`config.mk`:
```
export PLATFORM = sky130hd
export DESIGN_NAME = seven_seg_scroller
export DESIGN_NICKNAME = d
export VERILOG_FILES = /design/src/rtl/seven_seg_pkg.sv /design/src/rtl/seven_seg_glyph.sv /design/src/rtl/seven_seg_scroller.sv
export SDC_FILE = /design/constraint.sdc
export NUM_CORES = 1
export LEC_CHECK = 0
export CAP_MARGIN = 10
export CORE_ASPECT_RATIO = 1.75
export CORE_MARGIN = 8
export CORE_UTILIZATION = 60
export CTS_CLUSTER_DIAMETER = 60
export DETAILED_ROUTE_END_ITERATION = 16
export GPL_ROUTABILITY_DRIVEN = 0
export PLACE_DENSITY = 0.88
export SLEW_MARGIN = 0
export SYNTH_ARGS = -nofsm -noshare
export SYNTH_HDL_FRONTEND = slang
export SYNTH_HIERARCHICAL = 1
export SYNTH_SLANG_ARGS = --single-unit
```
`constraint.sdc`:
```
create_clock -name clk -period 7.7 [get_ports clk]
set_clock_uncertainty 0.1 [all_clocks]
set_input_delay 1.925 -clock clk [delete_from_list [all_inputs] [get_ports clk]]
set_output_delay 1.925 -clock clk [all_outputs]
set_load 0.05 [all_outputs]
```
`src/rtl/seven_seg_pkg.sv`:
```
// Glyph table and nibble-to-segment helper for the seven-segment scroller.
// Latency: none (constants and a pure function).
// Backpressure: not applicable.
package seven_seg_pkg;

    // Active-low segment patterns, bit order {g,f,e,d,c,b,a}
    localparam logic [6:0] GLYPH_0     = 7'b1000000;
    localparam logic [6:0] GLYPH_1     = 7'b1111001;
    localparam logic [6:0] GLYPH_2     = 7'b0100100;
    localparam logic [6:0] GLYPH_3     = 7'b0110000;
    localparam logic [6:0] GLYPH_4     = 7'b0011001;
    localparam logic [6:0] GLYPH_5     = 7'b0010010;
    localparam logic [6:0] GLYPH_6     = 7'b0000010;
    localparam logic [6:0] GLYPH_7     = 7'b1111000;
    localparam logic [6:0] GLYPH_8     = 7'b0000000;
    localparam logic [6:0] GLYPH_9     = 7'b0010000;
    localparam logic [6:0] GLYPH_A     = 7'b0001000;
    localparam logic [6:0] GLYPH_B     = 7'b0000011;
    localparam logic [6:0] GLYPH_C     = 7'b1000110;
    localparam logic [6:0] GLYPH_D     = 7'b0100001;
    localparam logic [6:0] GLYPH_E     = 7'b0000110;
    localparam logic [6:0] GLYPH_F     = 7'b0001110;
    localparam logic [6:0] GLYPH_BLANK = 7'b1111111;

    // In decimal-only mode the letter glyphs are blanked rather than
    // mis-rendered as digits.
    function automatic logic [6:0] nib_to_glyph(input logic [3:0] nibble, input logic hex_en);
        logic [6:0] seg;
        case (nibble)
            4'h0:    seg = GLYPH_0;
            4'h1:    seg = GLYPH_1;
            4'h2:    seg = GLYPH_2;
            4'h3:    seg = GLYPH_3;
            4'h4:    seg = GLYPH_4;
            4'h5:    seg = GLYPH_5;
            4'h6:    seg = GLYPH_6;
            4'h7:    seg = GLYPH_7;
            4'h8:    seg = GLYPH_8;
            4'h9:    seg = GLYPH_9;
            4'hA:    seg = GLYPH_A;
            4'hB:    seg = GLYPH_B;
            4'hC:    seg = GLYPH_C;
            4'hD:    seg = GLYPH_D;
            4'hE:    seg = GLYPH_E;
            default: seg = GLYPH_F;
        endcase
        if (!hex_en && (nibble > 4'h9)) begin
            seg = GLYPH_BLANK;
        end
        return seg;
    endfunction

endpackage

```
`src/rtl/seven_seg_glyph.sv`:
```
// Purpose: decode one hex nibble into an active-low seven-segment glyph.
// Latency: combinational, zero cycles.
// Backpressure: none; output follows input continuously.
// Ports: i_nibble (4-bit value), o_seg (segments {g..a}, active-low).
module seven_seg_glyph
    import seven_seg_pkg::*;
#(
    parameter int HEX_EN = 1
) (
    input  logic [3:0] i_nibble,
    output logic [6:0] o_seg
);

    assign o_seg = nib_to_glyph(i_nibble, HEX_EN != 0);

endmodule

```
`src/rtl/seven_seg_scroller.sv`:
```
// Purpose: scroll a NUM_DIGITS-wide window of hex nibbles across a wide word.
// Latency: HEX/win_pos update one cycle after the edge that changes shadow or position.
// Backpressure: none; load/step are single-cycle pulses, always accepted.
// Ports: clk, rst (sync, active-high), data_in/load (capture word),
//        step (manual advance), auto_en (timer advance), HEX (segments,
//        digit k at [7k+6:7k], leftmost = NUM_DIGITS-1), win_pos (window position).
module seven_seg_scroller
    import seven_seg_pkg::*;
#(
    parameter  int DATA_W     = 128,
    parameter  int NUM_DIGITS = 6,
    parameter  int STEP_DIV   = 25_000_000,
    parameter  int HEX_EN     = 1,
    localparam int NIB        = DATA_W / 4,
    localparam int PW         = (NIB > 1) ? $clog2(NIB) : 1
) (
    input  logic                    clk,
    input  logic                    rst,
    input  logic [DATA_W-1:0]       data_in,
    input  logic                    load,
    input  logic                    step,
    input  logic                    auto_en,
    output logic [7*NUM_DIGITS-1:0] HEX,
    output logic [PW-1:0]           win_pos
);

    localparam int PMAX = NIB - NUM_DIGITS;
    localparam int CW   = (STEP_DIV > 1) ? $clog2(STEP_DIV) : 1;
    localparam int IW   = $clog2(DATA_W);

    localparam logic [CW-1:0] PRESC_LAST = CW'(STEP_DIV - 1);
    localparam logic [PW-1:0] P_LAST     = PW'(PMAX);

    logic [DATA_W-1:0]       r_shadow;
    logic [PW-1:0]           r_p;
    logic [CW-1:0]           r_presc;
    logic                    r_loaded;
    logic [7*NUM_DIGITS-1:0] r_hex;
    logic [PW-1:0]           r_win_pos;

    logic                    w_tick;
    logic                    w_adv;
    logic [7*NUM_DIGITS-1:0] w_seg;

    // Timer tick; load priority is applied in the sequential block.
    assign w_tick = auto_en && (r_presc == PRESC_LAST);
    // Nothing advances before the first load so the blank display stays at p=0.
    assign w_adv  = r_loaded && (step || w_tick);

    // Digit k shows nibble index PMAX - p + k; base stays within the word
    // because p never exceeds PMAX.
    for (genvar k = 0; k < NUM_DIGITS; k++) begin : g_dig
        logic [IW-1:0] w_base;
        logic [3:0]    w_nib;

        assign w_base = IW'((PMAX + k - int'(r_p)) * 4);
        assign w_nib  = r_shadow[w_base +: 4];

        seven_seg_glyph #(
            .HEX_EN (HEX_EN)
        ) u_glyph (
            .i_nibble (w_nib),
            .o_seg    (w_seg[7*k +: 7])
        );
    end

    always_ff @(posedge clk) begin
        if (rst) begin
            r_shadow  <= '0;
            r_p       <= '0;
            r_presc   <= '0;
            r_loaded  <= 1'b0;
            r_hex     <= '1;
            r_win_pos <= '0;
        end else begin
            if (load) begin
                r_shadow <= data_in;
                r_loaded <= 1'b1;
                r_p      <= '0;
                r_presc  <= '0;
            end else begin
                // Prescaler runs whenever auto_en is high, even before the
                // first load; manual steps never disturb it.
                if (!auto_en || w_tick) begin
                    r_presc <= '0;
                end else begin
                    r_presc <= r_presc + 1'b1;
                end
                // With PMAX = 0 the wrap keeps p pinned at 0.
                if (w_adv) begin
                    r_p <= (r_p == P_LAST) ? '0 : r_p + 1'b1;
                end
            end
            r_win_pos <= r_p;
            r_hex     <= r_loaded ? w_seg : '1;
        end
    end

    assign HEX     = r_hex;
    assign win_pos = r_win_pos;

endmodule
```
Word-level counts from Yosys, hierarchy flattened:

Memories as Yosys holds them, arrays and structs flattened. A register that Yosys moved wholly into a read port is not among the register bits.
Index checks and enable logic that the tools add are counted.

* $add $sub $neg: 8
* equality and inequality tests: 2
* shift-type cells: 6
* multiplexer cells: 1
* bitwise gates (word level): 1
* reduce and logical (&&, ||, !) cells: 8

Operators by type and width (number)
* 128-bit by 8-bit variable part select with 4-bit output: 6
* 5-bit subtractor, first input constant: 6
* 25-bit by 1-bit adder with 25-bit output, second input constant: 1
* 25-bit equality test, second input constant: 1
* 5-bit by 1-bit adder with 5-bit output, second input constant: 1
* 5-bit equality test, second input constant: 1
* 5-bit two-way mux: 1
* 2-bit OR reduction: 2
* 3-bit OR reduction: 1
* 1-bit logical AND: 2
* 1-bit logical OR: 2
* 1-bit logical NOT: 1
* 1-bit NOT: 1

* flip-flop bits (word level): 164
* bits in read-only memories: 672
* bits of input ports: 133
* output and inout port bits: 47
* word-level logic and storage cells: 37
* memories: 6

Memories
* (no name shown): words 16, bits a word 7, read ports 1, clocked after Yosys merged registers in 1, wr ports 0, RTL line seven_seg_pkg.sv:29 `case (nibble)`
* (no name shown): words 16, bits a word 7, read ports 1, clocked after Yosys merged registers in 1, wr ports 0, RTL line seven_seg_pkg.sv:29
* (no name shown): words 16, bits a word 7, read ports 1, clocked after Yosys merged registers in 1, wr ports 0, RTL line seven_seg_pkg.sv:29
* (no name shown): words 16, bits a word 7, read ports 1, clocked after Yosys merged registers in 1, wr ports 0, RTL line seven_seg_pkg.sv:29
* (no name shown): words 16, bits a word 7, read ports 1, clocked after Yosys merged registers in 1, wr ports 0, RTL line seven_seg_pkg.sv:29
* (no name shown): words 16, bits a word 7, read ports 1, clocked after Yosys merged registers in 1, wr ports 0, RTL line seven_seg_pkg.sv:29

Depth between registers and ports, before layout:

* depth in word-level cells: 4
* gate-level depth with buffers: 17
* gate-level depth less buffers: 13

By module:

Netlist, hierarchy kept.

Modules (own cells, without submodules)
* seven_seg_scroller: instances 1, cells an instance 974, area each 11903.9 µm², seq. area each 4124.0 µm²
* seven_seg_glyph (g_dig[0].u_glyph ...): instances 5, cells an instance 32, area each 275.3 µm², seq. area each 0.0 µm²
* seven_seg_glyph (g_dig[1].u_glyph): instances 1, cells an instance 35, area each 247.7 µm², seq. area each 0.0 µm²

Least setup slack after synthesis:

OpenSTA, ideal clock, no wires.

* path kind: register to register
* start: register r_p[1]
* end: register r_hex[28] (netlist: HEX[28])
* setup time: 0.062 ns
* arrival: 4.298 ns
* data required time: 7.538 ns
* setup slack: 3.240 ns
* cell stages (with the launch flop): 17
* buffers on the path: 5
* period minus slack after synthesis: 4.460 ns
* cells stage by stage: dfxtp_1 > buf_2 > buf_2 > buf_2 > inv_1 > ha_1 > buf_2 > clkbuf_1 > mux4_2 > mux4_1 > mux2_2 > inv_1 > ha_1 > and2b_2 > or3b_1 > o21ai_0 > nand2b_1

* longest elaborated chain between the ends: 2

Ends and longest elaborated chain
* start, declared: RTL line seven_seg_scroller.sv:35 `logic [PW-1:0] r_p;`
* start signal, assigned: RTL line seven_seg_scroller.sv:91 `r_p <= (r_p == P_LAST) ? '0 : r_p + 1'b1;`
* 5-bit subtractor: RTL line seven_seg_scroller.sv:56 `assign w_base = IW'((PMAX + k - int'(r_p)) * 4);`
* 128-bit by 8-bit variable part select with 4-bit output: RTL line seven_seg_scroller.sv:57 `assign w_nib = r_shadow[w_base +: 4];`
* net g_dig[4].w_nib[1]: RTL line seven_seg_scroller.sv:54 `logic [3:0] w_nib;`
* end, declared: RTL line seven_seg_scroller.sv:38 `logic [7*NUM_DIGITS-1:0] r_hex;`

The timed path passes the listed nets, and every way through them passes these cells.
A chain may end at the register's enable or synchronous reset.

Worst setup path in the final report:

* start: register r_p[0]
* end: register r_hex[17] (netlist: HEX[17])

* longest elaborated chain between the ends: 2

Ends and longest elaborated chain (RTL line)
* 5-bit subtractor: seven_seg_scroller.sv:56
* 128-bit by 8-bit variable part select with 4-bit output: seven_seg_scroller.sv:57
* net g_dig[2].w_nib[0]: seven_seg_scroller.sv:54

The timed path passes the listed nets, and every way through them passes these cells.

==> summary.md <==
| Metric | Value |
|---|---|
| Total Negative Setup Slacks | 0 ns |
| Clock root buffer | clkbuf_16 |
| Hold Crit Class | reg2reg |
| CTS H-tree lvls | 1 |
| Fin crit share | 68.7% |
| Fmax | 189 MHz |
| Post-layout worst setup margin | 2.41 ns |
| Logic pwr share | 19.7% |
| Psw | 746 uW |
| CTS tree | yes |
| FF+latch area | 4130 um2 |
| First-pass GRT wire length | 61600 um |
| Syn Area/Cell | 11.6 um2 |
| Fillers | 1483 |
| Synth top area share | 30.5% |
| DRT iter0 DRCs | 1087 |
| Die X | 130 um |
| ANT nets after route | 0 |
| Flop pwr share | 44.5% |
| Grt total ovfl | 0 |
| Setup Fix Bufs, Post-CTS | 0 |
| Nets | 1484 |
| Final setup fails | 0 |
| Routed Wire Length | 40100 um |
| Clock Latency Late Sink | 0.52 ns |
| Routed wire length per instance | 25.0 um |
| Post-synthesis register bit count | 206 |
| Clock tree buffer depth | 3 |
| Hold-fix buffers at CTS | 0 |
| Core ar. | 22200 um2 |
| Max Slew Vio Count | 0 |
| Reg2Reg Setup Slack | 2.41 ns |
| DRC errors left | 0 |
| N_diodes | 0 |
| CP Class | reg2reg |
| Req. time, crit path | 8.00 ns |
| Die area | 27800 um2 |
| Tot GR Track Use | 29.1% |
| Leakage | 6.09 nW |
| Die Height | 215 um |
| R2r endpoint | HEX[17] |
| Asr flop ratio synth | 0% |
| Data arrival time of the worst path | 5.59 ns |
| I/O Pins | 180 |
| Worst Setup EP | HEX[17] |
| Synth Cell Area | 13500 um2 |
| Post-Syn Instances | 1169 |
| CTS clk-pin slew, worst paths | 0.07 ns |
| DP Wirelength | 28800 um |
| R2r startpoint | r_p[0] |
| Layout cell share with drive strength beyond 1 | 16.9% |
| Vias in the first global route | 10685 |
| TritonCTS buffer count | 20 |
| Post-synth EDFFs | 0 |
| CP max stage delay | 1.10 ns |
| Starting density of the core | 61.0% |
| Max Cap Viol | 0 |
| Internal power | 1.95 mW |
| Pre-CTS setup slack | 2.42 ns |
| Largest net degree at the start of global routing | 98 |
| Initial antenna violation count | 2 |
| Post_cts resized | 0 |
| Leading cell type in the layout, fill and taps excluded | dfxtp_1 |
| Yosys synthesis warning count | 6 |
| WP depth | 11 |
| Seq/Total Area, Yosys | 30.5% |
| Multi-input logic area | 8870 um2 |
| R2r worst-path depth | 11 |
| CP bufs+invs | 4 |
| Tmin final | 5.29 ns |
| Switching Fraction | 27.7% |
| Main synth FF type | dfxtp_1 |
| Syn-to-layout area delta | 18.2% |
| CP Max Fanout | 47 |
| Final core utilization | 72.1% |
| Min-delay src | r_presc[0] |
| Clock power share | 35.8% |
| Post-synth cell types | 47 |
| Most frequent cells in the layout | dfxtp_1, nor2_1, mux2i_1, clkdlybuf4s50_1, mux4_2 |
| Num Clock Sinks | 206 |
| Cell family with most CP delay | multiplexers |
| Slowest cell on crit path | ha_2 |
| Startpoint Class | flop |
| CP cell instances | inv_1, ha_2, buf_4, mux4_2, mux4_2, mux2_2, inv_1, ha_1, inv_1, mux4_1, nand2b_1 |
| Peak supply drop | 0.147 mV |
| Routed vias/inst | 6.65 |
| Area contributors post-synth | dfxtp_1, mux4_2, mux2i_1 |
| RSZ-0062 raised after global routing | false |
| Status | complete, no violations |
| 1st-pass router iterations | 6 |
| Synthesized net count | 1356 |
| DR vias | 10677 |
| Slew @ Worst Pin | 1.29 ns |
| Crit path top cell by count | inv_1 |
| Critical Path Start | r_p[0] |
| Site Rows | 72 |
| Pwr dens | 168 nW/um2 |
| I/O Buffers | 179 |
| Synth area leader | dfxtp_1 |
| Slew Limit Headroom | 14.3% |
| Critical Path End Type | flop |
| Fin. Hold Viols | 0 |
| Hold Path Stages | 1 |
[worst reg2reg max path, cell delays in order, from the launching register on]
cell and delay, ns:
dfxtp_4 0.83, inv_1 0.33, ha_2 1.10, buf_4 0.46, mux4_2 0.54, mux4_2 0.47
mux2_2 0.36, inv_1 0.16, ha_1 0.15, inv_1 0.05, mux4_1 0.47, nand2b_1 0.15
[layout make-up]
type / count / share of cell area (%)
Inverter: 26 / 0.611
Tap cell: 296 / 2.32
Sequential cell: 206 / 25.8
Clock inverter: 5 / 0.352
Multi-Input combinational cell: 851 / 55.5
Timing Repair Buffer: 192 / 11.8
Clock buffer: 29 / 3.60
[logic make-up (layout without fill, tap and decap cells)]
logic type,after synthesis,count (layout),synth area share [%]
mux,366,366,43.4
buf+inv,112,252,4.01
compound gates,75,75,3.83
simple gates,322,322,11.1
xor+xnor,34,34,2.20
fa+ha+maj,54,54,4.99
flops,206,206,30.5
[worst min-delay path by stage]
stage	endpoint	slack, ns
floorplan	r_presc[0]	0.33
global placement	r_presc[0]	0.34
detailed placement	r_presc[0]	0.35
CTS	r_presc[0]	0.37
global route	r_presc[0]	0.40
finish	r_presc[0]	0.36
[state kept, by name, summed over array words and instances, names as in the netlist]
name      cells
r_shadow    128
HEX          42
r_presc      25
r_p           5
win_pos       5
r_loaded      1
[cell usage after synthesis, types with 10 or more instances]
master and instances:
a21oi_1 10, a22o_1 14, buf_1 14, buf_2 26, clkbuf_1 31, dfxtp_1 206, ha_1 54, inv_1 25
mux2_2 21, mux2i_1 177, mux4_1 21, mux4_2 147, nand2_1 23, nand2b_1 43, nand3_1 17, nor2_1 193
o21ai_0 18, xnor2_1 16, xor2_1 18
[per-stage QoR]
stage | total power, mW | instances | instance area (um2) | hold slack (ns)
2_1_floorplan | 1.54 | 1169 | 13500 | 0.326
3_3_place_gp | 1.71 | 1571 | 15400 | 0.336
3_5_place_dp | 1.73 | 1571 | 15400 | 0.352
4_1_cts | 2.69 | 1605 | 16000 | 0.367
5_1_grt | 2.78 | 1605 | 16000 | 0.403
6_report | 2.69 | 1605 | 16000 | 0.359
[layer usage]
layer  share of wire (%)  track usage (%)  wire (um)  vias up
met2                  50             48.7      20000      754
met4                 8.4             21.0       3370        2
met3                  11             8.07       4270      194
li1                    -                -          -     4643
met5               0.030                0         12        -
met1                  31             30.5      12400     5084
[power groups by stage]
stage / Clock, mW / Sequential, mW / Combinational (mW)
6_report: 0.964 / 1.20 / 0.531
5_1_grt: 1.02 / 1.20 / 0.564
4_1_cts: 0.976 / 1.19 / 0.521
3_5_place_dp: 0 / 1.21 / 0.516
3_3_place_gp: 0 / 1.21 / 0.502
2_1_floorplan: 0 / 1.22 / 0.312
Note: power is estimated with default switching activity, not from simulation.
